## config.mk

```make
export PLATFORM = sky130hd
export DESIGN_NAME = sar_adc_ctrl
export DESIGN_NICKNAME = d
export VERILOG_FILES = /design/src/rtl/sar_adc_pkg.sv /design/src/rtl/sar_adc_ctrl_cmp_sync.sv /design/src/rtl/sar_adc_ctrl.sv
export SDC_FILE = /design/constraint.sdc
export NUM_CORES = 1
export LEC_CHECK = 0
export ABC_AREA = 1
export BUFFER_PORTS_ARGS = -buffer_cell sky130_fd_sc_hd__clkbuf_2
export CAP_MARGIN = 20
export CORE_MARGIN = 2
export CORE_UTILIZATION = 40
export CTS_BUF_LIST = sky130_fd_sc_hd__clkbuf_2 sky130_fd_sc_hd__clkbuf_4 sky130_fd_sc_hd__clkbuf_8
export DETAILED_ROUTE_END_ITERATION = 8
export GPL_TIMING_DRIVEN = 0
export PLACE_DENSITY = 0.61
export SYNTH_ARGS = -nofsm -noshare
export SYNTH_HDL_FRONTEND = slang
export SYNTH_HIERARCHICAL = 1
export SYNTH_SLANG_ARGS = --single-unit
export TNS_END_PERCENT = 1
```

## constraint.sdc

```tcl
create_clock -name clk -period 1.4 [get_ports clk]
set_input_delay 0 -clock clk [delete_from_list [all_inputs] [get_ports clk]]
set_output_delay 0 -clock clk [all_outputs]
set_load 0.02 [all_outputs]
```

## src/rtl/sar_adc_pkg.sv

```systemverilog
// -----------------------------------------------------------------------------
// sar_adc_pkg
//   Shared definitions for the successive-approximation ADC controller.
//   ADC_WIDTH is the common resolution of the ADC readback path and the DAC
//   it drives; ADC_SETTLE is the default DAC/comparator settling time in clocks.
//   Optional build macro used by the controller: CMP_SYNC_EN.
// -----------------------------------------------------------------------------
package sar_adc_pkg;

   localparam int ADC_WIDTH  = 10;
   localparam int ADC_SETTLE = 4;

   typedef enum logic [1:0] {
      ST_IDLE   = 2'd0,
      ST_SETTLE = 2'd1,
      ST_DECIDE = 2'd2,
      ST_DONE   = 2'd3
   } sar_state_e;

   // Number of clocks one bit trial takes (settle window plus the decide cycle).
   function automatic int bit_period(input int settle_cycles, input bit synced);
      if (synced) begin
         return settle_cycles + 3;
      end else begin
         return settle_cycles + 1;
      end
   endfunction

endpackage

```

## src/rtl/sar_adc_ctrl_cmp_sync.sv

```systemverilog
// -----------------------------------------------------------------------------
// cmp_sync
//   Two-flop synchroniser for the asynchronous comparator output.
//   Only compiled when CMP_SYNC_EN is defined; the default build samples the
//   comparator directly and needs no synchroniser.
//   Ports:
//     clk  in  1  system clock, rising edge
//     rst  in  1  synchronous, active-high reset (flops clear to 0)
//     d    in  1  asynchronous input
//     q    out 1  input resynchronised to clk
// -----------------------------------------------------------------------------
`ifdef CMP_SYNC_EN
module cmp_sync (
   input  logic clk,
   input  logic rst,
   input  logic d,
   output logic q
);

   logic meta_r;

   // Two-stage shift register; meta_r may go metastable, q gets a full cycle to resolve it.
   always_ff @(posedge clk) begin
      if (rst) begin
         meta_r <= 1'b0;
         q      <= 1'b0;
      end else begin
         meta_r <= d;
         q      <= meta_r;
      end
   end

endmodule
`endif

```

## src/rtl/sar_adc_ctrl.sv

```systemverilog
// -----------------------------------------------------------------------------
// sar_adc_ctrl
//   Successive-approximation ADC controller. Drives a trial code into the DAC,
//   waits for the DAC/comparator to settle, and resolves one bit per trial from
//   MSB to LSB using the comparator (cmp_in=1 means Vin >= Vdac).
//   Build macro: CMP_SYNC_EN -- route cmp_in through a 2-flop synchroniser and
//   stretch each settle window by two clocks to cover its latency.
//   Parameters:
//     WIDTH          resolution, equal to the DAC width (>= 2)
//     SETTLE_CYCLES  settling clocks before each decision (>= 1)
//   Ports:
//     clk       in   1      system clock, rising edge
//     rst       in   1      synchronous, active-high reset
//     start     in   1      conversion request, honoured only when idle
//     cmp_in    in   1      comparator output
//     dac_code  out  WIDTH  trial code to the DAC
//     busy      out  1      conversion in progress (settle/decide/done)
//     done      out  1      one-cycle strobe, result valid in this cycle
//     result    out  WIDTH  last completed conversion, held until next done
// -----------------------------------------------------------------------------
module sar_adc_ctrl
   import sar_adc_pkg::*;
#(
   parameter int WIDTH         = ADC_WIDTH,
   parameter int SETTLE_CYCLES = ADC_SETTLE
) (
   input  logic             clk,
   input  logic             rst,
   input  logic             start,
   input  logic             cmp_in,
   output logic [WIDTH-1:0] dac_code,
   output logic             busy,
   output logic             done,
   output logic [WIDTH-1:0] result
);

   localparam int CNT_W = $clog2(SETTLE_CYCLES + 2);
   localparam int IDX_W = $clog2(WIDTH);

   localparam logic [IDX_W-1:0] IDX_MSB = IDX_W'(WIDTH - 1);
   localparam logic [WIDTH-1:0] ONE_HOT = WIDTH'(1);

   sar_state_e         state_r;
   logic [IDX_W-1:0]   bit_idx_r;
   logic [CNT_W-1:0]   cnt_r;
   logic               cmp_s;
   logic [WIDTH-1:0]   bit_mask_s;
   logic [WIDTH-1:0]   decided_code_s;
   logic [WIDTH-1:0]   next_trial_s;

`ifdef CMP_SYNC_EN
   // Synchroniser adds two clocks of delay, so the settle window grows by two.
   localparam logic [CNT_W-1:0] SETTLE_LAST = CNT_W'(SETTLE_CYCLES + 1);

   cmp_sync u_cmp_sync (
      .clk (clk),
      .rst (rst),
      .d   (cmp_in),
      .q   (cmp_s)
   );
`else
   localparam logic [CNT_W-1:0] SETTLE_LAST = CNT_W'(SETTLE_CYCLES - 1);

   assign cmp_s = cmp_in;
`endif

   // Decision arithmetic: clear the bit under trial if Vin is below Vdac, then
   // raise the next lower bit as the following trial. Pure bit set/clear.
   always_comb begin
      bit_mask_s     = ONE_HOT << bit_idx_r;
      decided_code_s = dac_code;
      if (cmp_s) begin
         decided_code_s = dac_code;
      end else begin
         decided_code_s = dac_code & ~bit_mask_s;
      end
      next_trial_s   = decided_code_s | (bit_mask_s >> 1);
   end

   // Conversion sequencer: state, bit index, settle counter and all outputs.
   always_ff @(posedge clk) begin
      if (rst) begin
         state_r   <= ST_IDLE;
         dac_code  <= {WIDTH{1'b0}};
         busy      <= 1'b0;
         done      <= 1'b0;
         result    <= {WIDTH{1'b0}};
         bit_idx_r <= IDX_MSB;
         cnt_r     <= {CNT_W{1'b0}};
      end else begin
         case (state_r)
            ST_IDLE: begin
               done <= 1'b0;
               if (start) begin
                  dac_code  <= ONE_HOT << IDX_MSB;
                  bit_idx_r <= IDX_MSB;
                  cnt_r     <= {CNT_W{1'b0}};
                  busy      <= 1'b1;
                  state_r   <= ST_SETTLE;
               end else begin
                  busy      <= 1'b0;
               end
            end

            ST_SETTLE: begin
               cnt_r <= cnt_r + CNT_W'(1);
               if (cnt_r == SETTLE_LAST) begin
                  state_r <= ST_DECIDE;
               end else begin
                  state_r <= ST_SETTLE;
               end
            end

            ST_DECIDE: begin
               if (bit_idx_r == {IDX_W{1'b0}}) begin
                  dac_code <= decided_code_s;
                  result   <= decided_code_s;
                  done     <= 1'b1;
                  state_r  <= ST_DONE;
               end else begin
                  dac_code  <= next_trial_s;
                  bit_idx_r <= bit_idx_r - IDX_W'(1);
                  cnt_r     <= {CNT_W{1'b0}};
                  state_r   <= ST_SETTLE;
               end
            end

            ST_DONE: begin
               // start is deliberately ignored here; it is seen next cycle in IDLE.
               done    <= 1'b0;
               busy    <= 1'b0;
               state_r <= ST_IDLE;
            end

            default: begin
               done    <= 1'b0;
               busy    <= 1'b0;
               state_r <= ST_IDLE;
            end
         endcase
      end
   end

endmodule
```

==> flow_summary.toml <==
[grt]
grt_pass1_vias = 1368
grt_max_degree = 11
grt_pass1_wl_mm = 6.009
grt.overflow.total = 0
antenna_found_initial = 0
track_usage_pct = 18.25

[drt]
dr.pass1.iters = 4
wl_per_cell_um = 13.46
avgViaCountPerCell = 5.166
vias = 1555
wl_mm = 4.052
drt_iter0_markers = 74
drc_errors = 0
ant_nets = 0

[sta]
fin_skew_ns = 0.001777
worst-slew-pin-transition_ns = 0.5269
hold_viol_final = 0
rsz0062_at_grt = "true"
setup_viol = 1
min_period_over_period_pct = 101.0
fin_crit_ns = 1.414
setup_ws_ns = -0.01403
fmax_mhz = 707.2
tns_ns = -0.01403
max_slew_margin_pct = 64.87
slew_violations = 0

[worst_setup_path]
ff2ff_path_depth = 10
worstPathRequired_ns = 1.58
setup.worst_path.class = "register to register"
critical_path.startpoint = "state_r[0]$_SDFFE_PP0P_"
setup.worst_path.start_class = "register"
end_kind = "register"
endpoint = "bit_idx_r[3]$_SDFFE_PP1P_"
ff2ff_setup_slack_ns = -0.01
critPathArrivalTime_ns = 1.59
reg2reg_to = "bit_idx_r[3]$_SDFFE_PP1P_"
r2r-start = "state_r[0]$_SDFFE_PP0P_"
path_max_fanout = 5

[logic_synthesis]
yosys.area.top_type = "dfxtp_1"
synth_edf_count = 0
async_reset_ff_share_pct = 0
syn_nets = 223
synth-main-ff-cell = "dfxtp_1"
synth_area_um2 = 1615
yosysWarnings = 6
syn_area_per_cell_um2 = 7.766
synth_area_leaders = "dfxtp_1, nand2_1, ha_1"
ys_types = 28
synth_most_common_cell = "nand2_1"
syn_inst = 208
synth_common_cells = "nand2_1, dfxtp_1, a21oi_1"
seq_area_frac_synth_pct = 38.42
ys_ff_latch = 31
yosys.area.top_type_share_pct = 38.42

[placement]
place.gp.congestion = 0.7917
hpwl_mm = 2.597
dp_slack_ns = -0.2749
io_buffers = 24

[layout]
drive_gt1_share_pct = 40.24
antenna_cells = 0
area_growth_pct = 38.42
final_util_pct = 56.71
nets = 265
fill_cells = 369

[clock_network]
clkLatencyLatePin_ns = 0.29
clk_pin_slew_ns = 0.06
cts_buffers = 5
cts.htree.levels = 2
cts_max_path_buffers = 2
cts_root_buf = "clkbuf_8"
clock_sinks = 31
cts_tree = "done"

[floorplan]
start_util_pct = 40.97
die_h_um = 67.55
die_w_um = 67.55
core_um2 = 3943
ios = 26
die_area_um2 = 4562
num_rows = 23

[hold_path]
holdCritPathClass = "input pin to register"
min_from = "cmp_in"

[power_and_ir_drop]
p_per_area_nw_per_um2 = 892.3
peakVddDrop_mv = 0.3927
p_total_uw = 1995
p_leak_uw = 0.0009245

[status]
violations = "setup timing"
status = "finished with violations"

[flow_run]
maxCapViolations = 0
flip-flops by register name (all words and copies together) (netlist names):
signal	count
bit_idx_r	4
result	10
busy	1
dac_code	10
state_r	2
cnt_r	3
done	1
metrics by stage:
stage	hold slack, ns	cells	instance area, µm²
detailed placement	0.3592	282	1827
finish	0.06622	301	2236
floorplan	0.2304	208	1644
CTS	0.05670	297	2027
global route	0.08265	301	2236
global placement	0.3508	282	1827
report_power, final:
| group | internal [µW] | total, µW | switching [µW] |
|---|---|---|---|
| Combinational | 95.9 | 266 | 170 |
| Sequential | 901 | 920 | 18.4 |
| Clock | 468 | 809 | 341 |
| Total | 1460 | 2000 | 530 |
critical path, stage by stage (launching register included):
cell	delay [ns]
dfxtp_4	0.38
clkinvlp_4	0.13
ha_4	0.20
nand2_4	0.09
nand2_4	0.08
nand2_4	0.10
nand2_4	0.07
inv_4	0.06
nand2_2	0.05
nand2_2	0.07
nand3_2	0.07
cells by family after synthesis:
kind of cell,Yosys count,synth area share [%]
buffers and inverters,29,10.46
DFF,31,38.42
AOI/OAI and AO/OA,49,18.44
adders and majority gates,11,8.520
and+or+nand+nor,88,24.17
worst min-delay path by stage:
stage	to	cells after the start
after floorplan	dac_code[9]$_SDFFE_PP0P_	2
after global placement	dac_code[1]$_SDFFE_PP0P_	2
after detailed placement	dac_code[1]$_SDFFE_PP0P_	2
after CTS	dac_code[1]$_SDFFE_PP0P_	2
after global routing	result[9]$_SDFFE_PP0P_	3
final	result[9]$_SDFFE_PP0P_	3
metal layers:
layer	vias to the layer above	part of all wire [%]	GRT usage, %
li1	779	-	-
met1	717	45	21.78
met2	48	47	29.53
met3	11	5.3	5.667
met4	0	2.2	8.929
met5	-	0	0
area by class of cell:
class / count / area, µm² / area share [%]
sequential: 31 / 630.6 / 28.20
clock buffer: 8 / 103.9 / 4.645
inverter: 22 / 106.4 / 4.757
tap: 50 / 62.56 / 2.798
buffer: 6 / 57.56 / 2.574
timing repair buffer: 36 / 270.3 / 12.09
multi-input combinational: 148 / 1005 / 44.94
cell usage in the layout (no fill, tap or decap), types with 4 or more instances in the layout:
cell / count
dfxtp_1: 27
o21ai_0: 5
a21oi_2: 12
nand2_1: 42
buf_6: 4
o21ai_2: 5
ha_1: 6
nand2_4: 4
nand4_1: 6
buf_4: 5
nand3_1: 17
clkbuf_2: 25
o21ai_4: 5
clkbuf_8: 7
nand2_2: 6
a21oi_1: 16
inv_1: 13
nor2_1: 8
buf_12: 4
repair_timing:
action | 4_1_cts | 5_1_grt
cloned | 1 | 0
gates resized for setup | 15 | 43
setup endpoints to repair | 28 | 27
endpoints found under the hold margin | 0 | 0
hold buffers | 0 | 0
buffers inserted | 7 | 4
pin swaps | 3 | 22
No activity file was read; power rests on OpenSTA's default activity.
